==> src/rtl/uart_tx_arbiter.sv <==
// Round-robin, packet-locked arbiter sharing one uart_send transmitter among NUM_REQ byte streams.
// Optional watchdog: define UART_ARB_TIMEOUT_EN to abort a byte whose uart_done never arrives.
module uart_tx_arbiter #(
    parameter int NUM_REQ        = 4,
    parameter int DATA_W         = 8,
    parameter int TIMEOUT_CYCLES = 65535
) (
    input  logic                      CLK,
    input  logic                      rst,
    input  logic [NUM_REQ-1:0]        req_valid,
    input  logic [NUM_REQ*DATA_W-1:0] req_data,
    input  logic [NUM_REQ-1:0]        req_last,
    output logic [NUM_REQ-1:0]        req_ready,
    output logic [NUM_REQ-1:0]        grant,
    output logic                      active,
    output logic                      uart_start,
    output logic [DATA_W-1:0]         uart_payload,
    input  logic                      uart_busy,
    input  logic                      uart_done,
    output logic                      timeout_err
);
    localparam int PTR_W = (NUM_REQ > 1) ? $clog2(NUM_REQ) : 1;
    localparam logic [PTR_W-1:0] LAST_IDX = PTR_W'(NUM_REQ - 1);

    typedef enum logic [1:0] {
        IDLE      = 2'd0,
        LOAD      = 2'd1,
        START     = 2'd2,
        WAIT_DONE = 2'd3
    } state_e;

    state_e             state_q, state_d;
    logic [NUM_REQ-1:0] grant_q, grant_d;
    logic [PTR_W-1:0]   owner_q, owner_d;
    logic [PTR_W-1:0]   ptr_q, ptr_d;
    logic               active_q, active_d;
    logic               last_q, last_d;
    logic [DATA_W-1:0]  payload_q, payload_d;

    logic [PTR_W-1:0]   pick_idx_s;
    logic               pick_found_s;
    logic [PTR_W-1:0]   owner_next_s;
    logic               wd_expire_s;

    function automatic logic [PTR_W-1:0] wrap_idx(input logic [PTR_W-1:0] base,
                                                  input int unsigned      off);
        int unsigned sum;
        sum = 32'(base) + off;
        if (sum >= unsigned'(NUM_REQ)) begin
            sum = sum - unsigned'(NUM_REQ);
        end else begin
            sum = sum;
        end
        return PTR_W'(sum);
    endfunction

    // Round-robin scan starting at the priority pointer, wrapping past NUM_REQ-1.
    always_comb begin
        pick_found_s = 1'b0;
        pick_idx_s   = '0;
        for (int i = 0; i < NUM_REQ; i++) begin
            if (!pick_found_s && req_valid[wrap_idx(ptr_q, i)]) begin
                pick_found_s = 1'b1;
                pick_idx_s   = wrap_idx(ptr_q, i);
            end else begin
                pick_found_s = pick_found_s;
            end
        end
    end

    assign owner_next_s = (owner_q == LAST_IDX) ? '0 : owner_q + PTR_W'(1);

    // Next-state and handshake logic; a watchdog expiry overrides the normal sequence.
    always_comb begin
        state_d    = state_q;
        grant_d    = grant_q;
        owner_d    = owner_q;
        ptr_d      = ptr_q;
        active_d   = active_q;
        last_d     = last_q;
        payload_d  = payload_q;
        req_ready  = '0;
        uart_start = 1'b0;
        if (wd_expire_s) begin
            grant_d  = '0;
            active_d = 1'b0;
            ptr_d    = owner_next_s;
            state_d  = IDLE;
        end else begin
            case (state_q)
                IDLE: begin
                    if (pick_found_s) begin
                        grant_d  = NUM_REQ'(1'b1) << pick_idx_s;
                        owner_d  = pick_idx_s;
                        active_d = 1'b1;
                        state_d  = LOAD;
                    end else begin
                        state_d  = IDLE;
                    end
                end
                LOAD: begin
                    // Packet lock: only the owner is offered ready, even while it stalls.
                    req_ready = grant_q & req_valid;
                    if (req_valid[owner_q]) begin
                        payload_d = req_data[owner_q*DATA_W +: DATA_W];
                        last_d    = req_last[owner_q];
                        state_d   = START;
                    end else begin
                        state_d   = LOAD;
                    end
                end
                START: begin
                    uart_start = ~uart_busy;
                    if (!uart_busy) begin
                        state_d = WAIT_DONE;
                    end else begin
                        state_d = START;
                    end
                end
                WAIT_DONE: begin
                    if (uart_done && last_q) begin
                        grant_d  = '0;
                        active_d = 1'b0;
                        ptr_d    = owner_next_s;
                        state_d  = IDLE;
                    end else if (uart_done) begin
                        state_d  = LOAD;
                    end else begin
                        state_d  = WAIT_DONE;
                    end
                end
                default: begin
                    grant_d  = '0;
                    active_d = 1'b0;
                    state_d  = IDLE;
                end
            endcase
        end
    end

    // Arbiter state registers with synchronous reset.
    always_ff @(posedge CLK) begin
        if (rst) begin
            state_q   <= IDLE;
            grant_q   <= '0;
            owner_q   <= '0;
            ptr_q     <= '0;
            active_q  <= 1'b0;
            last_q    <= 1'b0;
            payload_q <= '0;
        end else begin
            state_q   <= state_d;
            grant_q   <= grant_d;
            owner_q   <= owner_d;
            ptr_q     <= ptr_d;
            active_q  <= active_d;
            last_q    <= last_d;
            payload_q <= payload_d;
        end
    end

`ifdef UART_ARB_TIMEOUT_EN
    localparam logic [15:0] WD_LIMIT = 16'(TIMEOUT_CYCLES - 1);

    logic [15:0] wd_cnt_q, wd_cnt_d;
    logic        terr_q, terr_d;

    // Counter is held at zero outside START/WAIT_DONE, so it restarts on every START entry.
    always_comb begin
        wd_cnt_d    = 16'd0;
        wd_expire_s = 1'b0;
        terr_d      = terr_q;
        if (state_q == START || state_q == WAIT_DONE) begin
            wd_cnt_d    = wd_cnt_q + 16'd1;
            wd_expire_s = (wd_cnt_q == WD_LIMIT) && !((state_q == WAIT_DONE) && uart_done);
        end else begin
            wd_cnt_d    = 16'd0;
        end
        if (wd_expire_s) begin
            terr_d = 1'b1;
        end else begin
            terr_d = terr_q;
        end
    end

    // Watchdog counter and sticky error flag.
    always_ff @(posedge CLK) begin
        if (rst) begin
            wd_cnt_q <= 16'd0;
            terr_q   <= 1'b0;
        end else begin
            wd_cnt_q <= wd_cnt_d;
            terr_q   <= terr_d;
        end
    end

    assign timeout_err = terr_q;
`else
    assign wd_expire_s = 1'b0;
    assign timeout_err = 1'b0;
`endif

    assign grant        = grant_q;
    assign active       = active_q;
    assign uart_payload = payload_q;
endmodule

==> config.mk <==
export PLATFORM = sky130hd
export DESIGN_NAME = uart_tx_arbiter
export DESIGN_NICKNAME = d
export VERILOG_FILES = /design/src/rtl/uart_tx_arbiter.sv
export SDC_FILE = /design/constraint.sdc
export NUM_CORES = 1
export LEC_CHECK = 0
export ABC_AREA = 1
export BUFFER_PORTS_ARGS = -buffer_cell sky130_fd_sc_hd__buf_2
export CORE_ASPECT_RATIO = 0.5
export CORE_MARGIN = 5
export CORE_UTILIZATION = 45
export DETAILED_ROUTE_END_ITERATION = 6
export GPL_TIMING_DRIVEN = 1
export PLACE_DENSITY = 0.76
export SYNTH_ARGS = -nofsm -noshare
export SYNTH_HDL_FRONTEND = slang
export SYNTH_SLANG_ARGS = --single-unit
==> constraint.sdc <==
create_clock -name CLK -period 1.6 [get_ports CLK]
set_clock_uncertainty 0.05 [all_clocks]
set_input_delay 0 -clock CLK [delete_from_list [all_inputs] [get_ports CLK]]
set_output_delay 0 -clock CLK [all_outputs]
set_load 0.03 [all_outputs]
==> results of run 1 <==
-- synthesized netlist by cell type, types with 2 or more instances --
| library cell | number | area share, % |
|---|---|---|
| nand3_2 | 2 | 1.3 |
| inv_2 | 4 | 1.0 |
| dfxtp_1 | 20 | 27 |
| nand3_1 | 12 | 4.0 |
| o211ai_1 | 2 | 1.0 |
| nand2_4 | 5 | 3.8 |
| o32ai_1 | 9 | 5.3 |
| clkbuf_1 | 6 | 1.5 |
| a21oi_1 | 22 | 7.4 |
| nand2_1 | 43 | 11 |
| o21ai_0 | 20 | 6.7 |
| o21ai_1 | 3 | 1.0 |
| clkinv_1 | 2 | 0.51 |
| inv_1 | 20 | 5.1 |
| nand2_2 | 8 | 3.4 |
| nand4_1 | 2 | 0.84 |
| nor2_1 | 38 | 9.6 |
| buf_2 | 3 | 1.0 |
-- where the power goes --
part / total [mW] / internal (mW) / switching (mW)
registers: 0.669 / 0.596 / 0.0731
logic: 1.04 / 0.389 / 0.648
clock network: 0.379 / 0.219 / 0.160
total: 2.08 / 1.20 / 0.881
-- worst reg2reg max path, cell delays in order (launching register included) --
cell	delay, ps
dfxtp_4	370
inv_4	130
nand2_2	90
nand2_4	100
nand2_1	80
o21ai_2	80
nand3b_4	180
nand2_8	80
nor2_2	150
nand2_1	80
a21oi_2	110
-- sequential cells by signal, summed over array words and instances, names as in the netlist --
signal	flops
uart_payload	8
ptr_q	2
grant	4
state_q	2
active	1
last_q	1
owner_q	2
-- cells by family (layout without fill, tap and decap cells) --
kind of cell	count (synthesis)	count (layout)	synth area share, %
AOI/OAI and AO/OA	59	59	23.8
adders and majority gates	1	1	0.842
buffers and inverters	37	101	10.4
DFF	20	20	27.0
other	1	1	0.252
and+or+nand+nor	115	115	37.8
-- final timing paths --
kind,from,end,slack [ps],cells past startpoint
setup / recovery,ptr_q[1],grant[1],50,10
hold / removal,uart_done,state_q[1],20,4
setup reg to reg,ptr_q[1],grant[1],50,10
hold reg to reg,uart_payload[4],uart_payload[4],390,2
-- through the flow --
| stage | TNS, ps | cells | power (mW) | setup WS, ps |
|---|---|---|---|---|
| floorplan | 0 | 233 | 1.34 | 141 |
| global placement | 0 | 328 | 1.59 | 44.0 |
| detailed placement | 0 | 328 | 1.62 | 21.3 |
| CTS | 0 | 333 | 2.00 | 14.5 |
| global route | -183 | 337 | 2.23 | -29.1 |
| finish | 0 | 337 | 2.08 | 49.0 |
-- what timing repair did --
| action | CTS | global route |
|---|---|---|
| hold endpoints to repair | 7 | 0 |
| pin swaps | 0 | 8 |
| resized for setup | 2 | 25 |
| hold buffers | 1 | 0 |
| setup buffers | 0 | 3 |
| cloned | 0 | 1 |
| endpoints found under the setup margin | 3 | 13 |
-- routing by layer --
layer	up-vias	GRT usage (%)
met5	-	0
met4	0	2.93
met3	7	5.37
met2	43	31.9
met1	805	19.9
li1	890	-
-- final cells by class --
type,instances,area share (%)
multi-input cells,176,49.2
flip-flops and latches,20,20.3
repair buffers,71,19.8
inverters,26,5.46
clock buffers,4,2.73
well taps,40,2.48
==> results_dict.tcl, run 1 <==
set metrics [dict create \
    seq_area_frac_synth_pct 27.0 \
    ys_ff_latch 20 \
    syn_avg_cell_area_um2 6.37 \
    grt_usage_pct 17.2 \
    postRouteWirelength_mm 4.27 \
    drtIter0Drc 87 \
    crit_top_cell "nand2_1" \
    worstPathMaxFanout 7 \
    die_h_um 50.6 \
    cts_tree "yes" \
    crit_path_top_delay_cell "dfxtp_4" \
    route.vias.total 1745 \
    syn_inst 233 \
    drive_gt1_share_pct 38.0 \
    worstPathCellList "inv_4 -> nand2_2 -> nand2_4 -> nand2_1 -> o21ai_2 -> nand3b_4 -> nand2_8 -> nor2_2 -> nand2_1 -> a21oi_2" \
    design_area_um2 2020 \
    top_layer_used "met4" \
    path_buf_inv 1 \
    via_per_inst 5.18 \
    hold_viol 0 \
    first_pass_iters 4 \
    grt_pass1_wl_mm 6.72 \
    final_nets 343 \
    hp-class "primary input to register" \
    synth_edf_count 0 \
    syn_nets 278 \
    hold_ws_ps 22.7 \
    seqCellArea_um2 409 \
    cp.required_ps 1740 \
    ioPinCount 63 \
    clk_pin_slew_ps 70 \
    outcome "finished clean" \
    io_buffers 61 \
    layout_commonest_cell "buf_2" \
    cts_buffer_depth 2 \
    fmax_mhz 645 \
    ys.warnings.count 0 \
    setup_viol 0 \
    multi_input_area_um2 993 \
    syn-cell-area_um2 1490 \
    crit_type "register to register" \
    wl_met2_mm 2.21 \
    cap_violations 0 \
    area_growth_pct 35.9 \
    clk_latency_ps 250 \
    cts_root_buf "clkbuf_8" \
    row_count 14 \
    fp.dieArea_um2 4620 \
    endpoint_kind "register" \
    numCtsBuffers 3 \
    n_antenna_cell 0 \
    initial_utilization_pct 48.2 \
    layout_common_cells "buf_2 (62), nand2_1 (38), nor2_1 (38), inv_1 (20), o21ai_0 (20)" \
    start_kind "register" \
    numClockSinks 20 \
    cts_max_level 1 \
    wl_met1_mm 1.79 \
    arrival_ps 1700 \
    max_stage_delay_ps 370 \
    rsz0062_at_grt "true" \
    num-fill-cells 282 \
    core_um2 3080 \
    dpl_cell_area_um2 1830 \
    powerDensity_nw_per_um2 1030 \
    antenna_found_initial 0 \
    place_congestion 0.807 \
    yosys.cell_types.count 30 \
    ys_async_sr_fraction_pct 0 \
    grt_pass1_vias 1599 \
    path_delay_family "simple AND/OR/NAND/NOR gates" \
    wl_met3_um 240 \
    leakagePower_nw 0.986 \
    wl_per_cell_um 12.7 \
    period_minus_slack_ps 1550 \
    grt-ovfl-total 0 \
    final_core_util_pct 65.5 \
    slew_violations 0 \
    grt_max_degree 24 \
    dp_hpwl_mm 3.17 \
    synth_top_flop_cell "dfxtp_1" \
    die_x_um 91.2 \
    drc_errors 0 \
    ir_drop_v 0.000741 \
    ant_nets 0 \
    post-route-period-util_pct 96.9 \
]
(Power assumes the default switching activity.)
==> run 2, diff against run 1 <==
--- a/config.mk
+++ b/config.mk
@@ -13,6 +13,7 @@
 export DETAILED_ROUTE_END_ITERATION = 6
 export GPL_TIMING_DRIVEN = 1
 export PLACE_DENSITY = 0.76
+export SETUP_SLACK_MARGIN = 0.5
 export SYNTH_ARGS = -nofsm -noshare
 export SYNTH_HDL_FRONTEND = slang
 export SYNTH_SLANG_ARGS = --single-unit
==> results_dict.tcl, run 2 (synthesized netlist as in run 1, its figures left out) <==
set metrics [dict create \
    core_um2 3080 \
    layout_commonest_cell "buf_2" \
    area_growth_pct 57.1 \
    ir_drop_v 0.000719 \
    tns_ps 0 \
    ant_nets 0 \
    setup_viol 0 \
    cts_max_level 1 \
    postRouteWirelength_mm 4.72 \
    numClockSinks 20 \
    r2r_start "ptr_q[0]" \
    drc_errors 0 \
    arrival_ps 1650 \
    ioPinCount 63 \
    cts_tree "yes" \
    slew_violations 0 \
    leakagePower_nw 1.08 \
    timing.slew.headroom_pct 64.0 \
    seqCellArea_um2 418 \
    cts_root_buf "clkbuf_8" \
    worstPathMaxFanout 8 \
    post-route-period-util_pct 97.4 \
    powerDensity_nw_per_um2 1040 \
    clk_pin_slew_ps 80 \
    grt_pass1_wl_mm 7.02 \
    num-fill-cells 217 \
    final_nets 353 \
    initial_utilization_pct 48.2 \
    endpoint_kind "register" \
    hp-class "primary input to register" \
    clk_latency_ps 260 \
    period_minus_slack_ps 1560 \
    crit_type "register to register" \
    antenna_found_initial 0 \
    outcome "finished clean" \
    worstPathCellList "buf_6 -> nand2_1 -> nand2_2 -> nand2_2 -> nand2_4 -> nor2_8 -> nand3b_4 -> nand2_8 -> inv_6 -> nand3_1 -> a21oi_1" \
    holdCritStartpoint "req_data[28]" \
    place_congestion 0.848 \
    drive_gt1_share_pct 50.2 \
    multi_input_area_um2 1130 \
    row_count 14 \
    drtIter0Drc 119 \
    wl_per_cell_um 13.6 \
    tightest_slew_ps 539 \
    cts_buffer_depth 2 \
    crit_top_cell "nand2_2" \
    cp.required_ps 1690 \
    io_buffers 61 \
    grt_usage_pct 18.1 \
    dp_hpwl_mm 3.14 \
    fmax_mhz 642 \
    startpoint "ptr_q[0]" \
    numCtsBuffers 3 \
    r2r_slack_ps 40 \
    hold_viol 0 \
    largest_register_ffs 8 \
    route.vias.total 1861 \
    n_antenna_cell 0 \
    layout_common_cells "buf_2 (56), nand2_1 (36), nor2_1 (31), inv_1 (18)" \
    grt_max_degree 22 \
    grt-ovfl-total 0 \
    first_pass_iters 4 \
    rsz0062_at_grt "true" \
    crit_path_top_delay_cell "dfxtp_4" \
    p_total_mw 2.44 \
    fp.dieArea_um2 4620 \
    final_core_util_pct 75.7 \
    die_x_um 91.2 \
    cap_violations 0 \
    start_kind "register" \
    via_per_inst 5.36 \
    die_h_um 50.6 \
    hold_ws_ps 123 \
    max_stage_delay_ps 380 \
    grt_pass1_vias 1651 \
]
run 2: routing by layer:
metal  vias to the layer above  global-route usage (%)  wire, um
met1                       873                    20.7      2000
met4                         0                    3.41        12
met5                         -                       0         0
met2                        67                    34.6      2400
li1                        919                       -         -
met3                         2                    4.48       310
run 2: where the power goes:
group          switching (mW)  internal, mW  leakage, nW
combinational           0.783         0.559        0.882
sequential             0.0949         0.607        0.168
clock                   0.174         0.219       0.0288
run 2: final timing paths:
kind,to,cells past startpoint
setup / recovery,grant[0],11
hold / removal,uart_payload[4],5
setup reg to reg,grant[0],11
hold reg to reg,uart_payload[1],2
run 2: critical path: cells and delay by family (launching register included):
kind	cells	cell delay [ps]
flops	1	380
compound gates	1	60
buf+inv	2	170
simple gates	8	780
run 2: area by class of cell:
| type | instances | area share [%] |
|---|---|---|
| Inverter | 26 | 5.09 |
| Timing Repair inverter | 1 | 0.161 |
| Clock buffer | 4 | 2.36 |
| Sequential cell | 20 | 17.9 |
| Timing Repair Buffer | 80 | 23.9 |
| Multi-Input combinational cell | 176 | 48.5 |
| Tap cell | 40 | 2.14 |
run 2: stage by stage:
| stage | area [um2] | worst slack [ps] | cells |
|---|---|---|---|
| floorplan | 1560 | 185 | 233 |
| global placement | 1900 | 60.2 | 328 |
| detailed placement | 1900 | 6.08 | 328 |
| CTS | 2070 | 93.5 | 338 |
| global route | 2330 | -45.9 | 347 |
| finish | 2330 | 42.0 | 347 |
run 2: what timing repair did:
action	4_1_cts	5_1_grt
endpoints found under the setup margin	25	25
cloned	0	2
hold buffers	2	0
pin swaps	5	10
buffers inserted	4	7
hold endpoints to repair	7	0
gates resized for setup	24	51
==> run 3, diff against run 2 <==
--- a/config.mk
+++ b/config.mk
@@ -10,6 +10,8 @@
 export CORE_ASPECT_RATIO = 0.5
 export CORE_MARGIN = 5
 export CORE_UTILIZATION = 45
+export CTS_CLUSTER_DIAMETER = 30
+export CTS_CLUSTER_SIZE = 25
 export DETAILED_ROUTE_END_ITERATION = 6
 export GPL_TIMING_DRIVEN = 1
 export PLACE_DENSITY = 0.76
==> constraint.sdc (replaced) <==
create_clock -name CLK -period 1.6 [get_ports CLK]
set_clock_uncertainty 0.05 [all_clocks]
set_input_delay 0 -clock CLK [delete_from_list [all_inputs] [get_ports CLK]]
set_output_delay 0 -clock CLK [all_outputs]
set_load 0.1 [all_outputs]
==> results_dict.tcl, run 3 (synthesized netlist as in run 1, its figures left out) <==
set metrics [dict create \
    layout_common_cells "buf_2 (50), nand2_1 (36), nor2_4 (19), inv_1 (18), a21oi_2 (16)" \
    path_delay_family "simple AND/OR/NAND/NOR gates" \
    io_buffers 61 \
    multi_input_area_um2 1370 \
    largest_register_ffs 8 \
    fmax_mhz 590 \
    drc_errors 0 \
    initial_utilization_pct 48.2 \
    route.vias.total 2265 \
    postRouteWirelength_mm 8.29 \
    crit_path_top_delay_cell "dfxtp_4" \
    grt_usage_pct 27.4 \
    hp-class "primary input to register" \
    fp.dieArea_um2 4620 \
    drtIter0Drc 211 \
    tightest_slew_ps 587 \
    cts_tree "yes" \
    grt_pass1_vias 2073 \
    num-fill-cells 101 \
    violations "setup timing" \
    finalNonFillerCells 355 \
    first_pass_iters 5 \
    endpoint_kind "register" \
    dp.cells 328 \
    area_growth_pct 88.7 \
    pre_cts_ws_ps 17.7 \
    die_h_um 50.6 \
    arrival_ps 1790 \
    die_x_um 91.2 \
    worstPathCellList "buf_6 -> nand2_1 -> nand2_1 -> nand2_2 -> nand2_4 -> nor2_8 -> nand3_1 -> nand2_1 -> nand2_2 -> nand3_1 -> a21oi_2" \
    clk_latency_ps 270 \
    final_nets 360 \
    cts_max_level 1 \
    row_count 14 \
    numCtsBuffers 3 \
    max_stage_delay_ps 390 \
    leakagePower_nw 1.22 \
    clk_pin_slew_ps 80 \
    seqCellArea_um2 438 \
    drive_gt1_share_pct 68.5 \
    fin_ws_ps -95.6 \
    cap_violations 0 \
    powerDensity_nw_per_um2 1260 \
    timing.slew.headroom_pct 60.8 \
    grt-ovfl-total 0 \
    cts_root_buf "clkbuf_8" \
    ioPinCount 63 \
    numClockSinks 20 \
    crit_top_cell "nand2_1" \
    via_per_inst 6.38 \
    hold_ws_ps 31.2 \
    post-route-period-util_pct 106 \
    cts_buffer_depth 2 \
    path_buf_inv 1 \
    hold_viol 0 \
    ir_drop_v 0.00122 \
    dp_hpwl_mm 3.19 \
    grt_max_degree 20 \
    start_kind "register" \
    core_um2 3080 \
    wl_per_cell_um 23.4 \
    crit_type "register to register" \
    antenna_found_initial 1 \
    slew_violations 0 \
    rsz0062_at_grt "true" \
    place_congestion 0.788 \
    grt_pass1_wl_mm 10.2 \
    cp.required_ps 1700 \
    setup_viol 7 \
    outcome "finished, violations left" \
    worstPathMaxFanout 6 \
    ant_nets 0 \
    layout_commonest_cell "buf_2" \
    period_minus_slack_ps 1700 \
]
-- run 3: cell count changes in the layout (fill, tap and decap cells not counted), moves of 7 or more --
cell	before	now
a21oi_1	13	6
nor2_4	8	19
dfxtp_1	14	2
o32ai_1	8	0
o21ai_0	10	3
nor2_2	0	9
dfxtp_2	2	12
nor2_1	31	11
-- run 3: worst paths after layout --
kind	startpoint	to	slack (ps)	depth (start not counted)
worst max-delay path	ptr_q[0]	grant[2]	-100	11
worst min-delay path	rst	grant[2]	30	2
worst max register to register	ptr_q[0]	grant[2]	-100	11
worst min register to register	uart_payload[3]	uart_payload[3]	430	2
-- run 3: layer usage --
metal	GRT usage [%]	share of wire [%]	up-vias
li1	-	-	940
met1	29.6	36	1043
met2	51.0	45	215
met3	7.16	11	67
met4	12.4	7.2	0
met5	0	0	-
-- run 3: area by class of cell --
class | count | area share (%)
multi-input cells | 176 | 49.0
repair buffers | 86 | 25.9
flip-flops and latches | 20 | 15.6
inverters | 26 | 4.64
clock buffers | 4 | 1.96
well taps | 40 | 1.79
repair inverters | 2 | 0.982
diodes | 1 | 0.0893
-- run 3: metrics by stage --
step           total power [mW]  TNS (ps)  utilization, %  area [um2]
2_1_floorplan              1.86         0               -        1620
3_3_place_gp               2.07         0            64.7        1990
4_1_cts                    3.10         0            83.5        2570
6_report                   3.53      -371            90.9        2800
5_1_grt                    3.63      -877            90.9        2800
3_5_place_dp               2.08         0            64.7        1990
-- run 3: power by group --
| group | total, mW | switching [mW] | internal [mW] |
|---|---|---|---|
| clock | 0.406 | 0.187 | 0.220 |
| combinational | 2.40 | 1.55 | 0.849 |
| sequential | 0.721 | 0.104 | 0.616 |
| total | 3.53 | 1.85 | 1.68 |
-- run 3: repair_timing --
item | CTS | global route
resized for setup | 83 | 58
cloned | 6 | 0
buffers inserted | 14 | 2
hold endpoints to repair | 7 | 6
pin swaps | 34 | 19
setup endpoints to repair | 25 | 31
